$ cat src/rtl/mem_arbiter.sv
// Round-robin arbiter sharing a single-port data memory between instruction
// fetch (port 0) and load/store (port 1), with a sequencer that zeroes the memory.
module mem_arbiter #(
  parameter int DEPTH = 256,
  parameter int AW    = 32,
  parameter int DW    = 32
) (
  input  logic          clk,
  input  logic          rst,
  input  logic          p0_valid,
  input  logic          p0_we,
  input  logic [AW-1:0] p0_addr,
  input  logic [DW-1:0] p0_wdata,
  output logic          p0_ready,
  output logic          p0_rvalid,
  output logic [DW-1:0] p0_rdata,
  input  logic          p1_valid,
  input  logic          p1_we,
  input  logic [AW-1:0] p1_addr,
  input  logic [DW-1:0] p1_wdata,
  output logic          p1_ready,
  output logic          p1_rvalid,
  output logic [DW-1:0] p1_rdata,
  input  logic          clr_start,
  output logic          clr_busy,
  output logic          clr_done,
  output logic [AW-1:0] mem_addr,
  output logic [DW-1:0] mem_wdata,
  output logic          mem_rd_en,
  output logic          mem_wr_en,
  input  logic [DW-1:0] mem_rdata
);

  localparam int CW = $clog2(DEPTH);
  localparam logic [CW-1:0] CNT_LAST = CW'(DEPTH - 1);

  localparam logic [0:0] IDLE  = 1'b0;
  localparam logic [0:0] CLEAR = 1'b1;

  logic [0:0]    state;
  logic [CW-1:0] clr_cnt;
  logic          last_grant;
  logic          arb_en;
  logic          grant0;
  logic          grant1;

  // Grants are gated by rst so ready and memory enables stay low while reset is held.
  always_comb begin
    arb_en   = rst && (state == IDLE) && !clr_start;
    grant0   = arb_en && p0_valid && (!p1_valid || last_grant);
    grant1   = arb_en && p1_valid && (!p0_valid || !last_grant);
    p0_ready = grant0;
    p1_ready = grant1;
    clr_busy = (state == CLEAR);
    clr_done = (state == CLEAR) && (clr_cnt == CNT_LAST);
  end

  always_comb begin
    mem_addr  = '0;
    mem_wdata = '0;
    mem_rd_en = 1'b0;
    mem_wr_en = 1'b0;
    if (state == CLEAR) begin
      mem_addr  = AW'(clr_cnt);
      mem_wr_en = 1'b1;
    end else if (grant0) begin
      mem_addr  = p0_addr;
      mem_wdata = p0_wdata;
      mem_wr_en = p0_we;
      mem_rd_en = !p0_we;
    end else if (grant1) begin
      mem_addr  = p1_addr;
      mem_wdata = p1_wdata;
      mem_wr_en = p1_we;
      mem_rd_en = !p1_we;
    end
  end

  always_ff @(posedge clk or negedge rst) begin
    if (!rst) begin
      state      <= IDLE;
      clr_cnt    <= '0;
      last_grant <= 1'b1;
      p0_rvalid  <= 1'b0;
      p1_rvalid  <= 1'b0;
      p0_rdata   <= '0;
      p1_rdata   <= '0;
    end else begin
      p0_rvalid <= grant0 && !p0_we;
      p1_rvalid <= grant1 && !p1_we;
      if (grant0 && !p0_we) p0_rdata <= mem_rdata;
      if (grant1 && !p1_we) p1_rdata <= mem_rdata;

      if (grant0)      last_grant <= 1'b0;
      else if (grant1) last_grant <= 1'b1;

      if (state == IDLE) begin
        clr_cnt <= '0;
        if (clr_start) state <= CLEAR;
      end else if (clr_cnt == CNT_LAST) begin
        state   <= IDLE;
        clr_cnt <= '0;
      end else begin
        clr_cnt <= clr_cnt + 1'b1;
      end
    end
  end

endmodule

$ cat config.mk
export PLATFORM = sky130hd
export DESIGN_NAME = mem_arbiter
export DESIGN_NICKNAME = d
export VERILOG_FILES = /design/src/rtl/mem_arbiter.sv
export SDC_FILE = /design/constraint.sdc
export NUM_CORES = 1
export LEC_CHECK = 0
export ABC_AREA = 1
export CAP_MARGIN = 20
export CORE_AREA = 2 2 117 119
export CTS_CLUSTER_DIAMETER = 50
export DETAILED_ROUTE_END_ITERATION = 7
export DIE_AREA = 0 0 119 121
export PLACE_DENSITY = 0.8
export SKIP_CTS_REPAIR_TIMING = 1
export SLEW_MARGIN = 25
export SYNTH_ARGS = -nofsm -noshare
export SYNTH_HDL_FRONTEND = slang
export SYNTH_SLANG_ARGS = --single-unit
$ cat constraint.sdc
create_clock -name clk -period 1.9 [get_ports clk]
set_input_delay 0.38 -clock clk [delete_from_list [all_inputs] [get_ports clk]]
set_output_delay 0.38 -clock clk [all_outputs]
set_load 0.01 [all_outputs]
==> flow_metrics.env <==
export IMPL_pwr_density_cell_nw_per_um2=610
export IMPL_hold_ws_ns=-0.000316
export IMPL_crit_family="buffers and inverters"
export IMPL_coreArea_um2=13100
export IMPL_syn_num_nets=737
export IMPL_fmax_mhz=465
export IMPL_ys_types=20
export IMPL_yosys_area_top_type="dfrtp_1"
export IMPL_grt_antenna_before_repair=0
export IMPL_die_w_um=119
export IMPL_cp_num_buf_inv=5
export IMPL_cpPeakStageDelay_ns=0.53
export IMPL_nets=1062
export IMPL_internal_power_mw=3.46
export IMPL_dieArea_um2=14400
export IMPL_remaining_drc_errors=0
export IMPL_path_max_fanout=7
export IMPL_crit_required_ns=1.52
export IMPL_startpoint_type="primary input"
export IMPL_synth_common_cells="nand2_1, dfrtp_1, nand3_1, buf_2, inv_1"
export IMPL_clock_latency_ns=0.34
export IMPL_ctsHtreeMaxLevel=3
export IMPL_drt_pass1_iter_count=4
export IMPL_postPlaceCellArea_um2=7250
export IMPL_tritoncts="yes"
export IMPL_hold_viol=1
export IMPL_finalSetupTns_ns=-11.60
export IMPL_synth_top_area_frac=0.479
export IMPL_vias=4937
export IMPL_hp_class="in2async"
export IMPL_cp_end_kind="primary output"
export IMPL_r2r_start="clr_busy$_DFF_PN0_"
export IMPL_power_frac_seq=0.383
export IMPL_p_sw_frac=0.273
export IMPL_switching_power_mw=1.30
export IMPL_avgSynthCellArea_um2=6.89
export IMPL_clkTransAtPathRegs_ns=0.06
export IMPL_synth_cells=569
export IMPL_clk_path_buf_depth=2
export IMPL_postSynth_asyncResetShare=1.00
export IMPL_place_ws_ns=-0.749
export IMPL_p_leak_nw=4.07
export IMPL_worstPathCellList="clkdlybuf4s50_1 -> nand2_2 -> nor2_4 -> buf_12 -> buf_12 -> buf_4 -> nand2_1 -> nand2_1 -> clkbuf_2"
export IMPL_fillers=1191
export IMPL_grt_max_degree=68
export IMPL_slew_headroom=0.429
export IMPL_grt_pass1_wl_um=25100
export IMPL_clockPowerShare=0.364
export IMPL_synth_ff_type="dfrtp_1"
export IMPL_num_antenna_cells=0
export IMPL_synth_seq_cells=76
export IMPL_yosysMostFrequentCell="nand2_1"
export IMPL_wl_um=18200
export IMPL_maxCapViolCount=0
export IMPL_grt_usage=0.229
export IMPL_drv_slew=0
export IMPL_synth_edff_count=0
export IMPL_r2r_setup_slack_ns=0.15
export IMPL_worst_pin_slew_ns=0.856
export IMPL_die_y_um=121
export IMPL_outcome="finished, violations left"
export IMPL_setup_viol=68
export IMPL_gp_congestion=0.939
export IMPL_violations="hold timing, setup timing"
export IMPL_worstPathArrival_ns=1.77
export IMPL_ant_nets=0
export IMPL_area_delta_synth_final_pct=98.7
export IMPL_yosysWarnings=0
export IMPL_mappedNetlistArea_um2=3920
export IMPL_fin_skew_ns=0.00511
export IMPL_cts_root_buf="clkbuf_16"
export IMPL_vias_per_cell=4.59
export IMPL_wl_per_cell_um=17.0
export IMPL_ir_worst_vdd_v=0.000559
export IMPL_cts_made_buffers=9
export IMPL_ys_seq_area_frac=0.486
export IMPL_r2r_end="p0_rdata[14]$_DFFE_PN0P_"
export IMPL_rsz0062_at_grt="true"
export IMPL_overflow=0
export IMPL_period_minus_slack_ns=2.15
export IMPL_design_area_um2=7790
export IMPL_p_total_mw=4.75
export IMPL_critical_path_class="in2out"
export IMPL_drive_gt1_frac=0.197
export IMPL_initial_core_util=0.299
export IMPL_pin_count=303
export IMPL_setup_ws_ns=-0.253
export IMPL_std_cell_rows=42
export IMPL_drt_iter0_markers=200
export IMPL_r2r_cells=8
export IMPL_period_share=1.13
export IMPL_critPathSlowestCell="clkdlybuf4s50_1"
export IMPL_hpwl_um=13000
export IMPL_cts_sink_count=76
export IMPL_io_buffers=302
export IMPL_grt_pass1_vias=4561
export IMPL_p_comb_frac=0.252
export IMPL_synth_area_leaders="dfrtp_1, nand2_1, nand3_1"
-- how the worst max path moves through the flow --
stage,startpoint,to,cells after the start
after global placement,clr_start,mem_wdata[24],8
after CTS,clr_start,mem_wdata[24],8
after floorplan,clr_busy$_DFF_PN0_,mem_wdata[12],7
final,p1_valid,mem_addr[23],9
after global routing,clr_busy$_DFF_PN0_,mem_addr[23],9
after detailed placement,clr_start,mem_wdata[24],8
-- metal layers --
layer / wire (um) / GRT usage
met1: 7000 / 0.273
met2: 9190 / 0.390
met3: 1300 / 0.0667
met4: 735 / 0.0908
met5: 0 / 0
-- stage by stage --
| stage | std cells | util |
|---|---|---|
| global route | 1075 | 0.595 |
| CTS | 1061 | 0.577 |
| finish | 1075 | 0.595 |
| global placement | 1045 | 0.554 |
| detailed placement | 1045 | 0.554 |
| floorplan | 569 | - |
-- power groups by stage --
stage	logic, mW	clock network (mW)	registers (mW)
2_1_floorplan	0.356	0	1.88
5_1_grt	1.33	1.84	1.83
6_report	1.20	1.73	1.82
4_1_cts	1.24	1.77	1.82
3_3_place_gp	1.22	0	1.84
3_5_place_dp	1.24	0	1.85
-- final cells by class --
type / count / area (um2) / share of cell area
clock inverters: 6 / 73.8 / 0.00948
clock buffers: 10 / 229 / 0.0294
well taps: 176 / 220 / 0.0283
multi-input cells: 448 / 1940 / 0.249
inverters: 14 / 52.6 / 0.00675
repair buffers: 345 / 3370 / 0.433
flip-flops and latches: 76 / 1900 / 0.244
-- cells in the final DEF (no fill, tap or decap), types with 4 or more instances in the layout --
cell             Yosys  final
nand4_1              4      4
dfrtp_1             75     75
nand2_4              0      5
nand3_1             46     44
clkinv_4             0      4
buf_6                1     27
nand2_1            374    333
inv_1               13     12
clkdlybuf4s50_1      0    230
buf_12               0      7
buf_4                7     30
clkbuf_16            0     14
nand2_2              0     36
nor2_1              12     12
buf_2               18     32
clkbuf_2             0      9
-- cells by family after synthesis --
kind of cell,share of synthesized area
adder cells (fa/ha/maj),0.00319
XOR/XNOR,0.00224
AND/OR/NAND/NOR,0.446
AO/OA/AOI/OAI,0.00511
buffers and inverters,0.0575
flip-flops,0.486
-- state kept, by name, summed over array words and instances (netlist names) --
name        count
clr_busy        1
clr_cnt         8
last_grant      1
p0_rdata       32
p0_rvalid       1
p1_rdata       32
p1_rvalid       1
-- worst reg2reg max path: stages (launching register included) --
cell,delay (ns)
dfrtp_1,0.41
nor2_4,0.14
nand3_2,0.12
nor2_4,0.16
buf_4,0.14
buf_12,0.13
buf_4,0.32
nand3_1,0.17
nand2_1,0.10
Power figures use the tool's default switching activity.
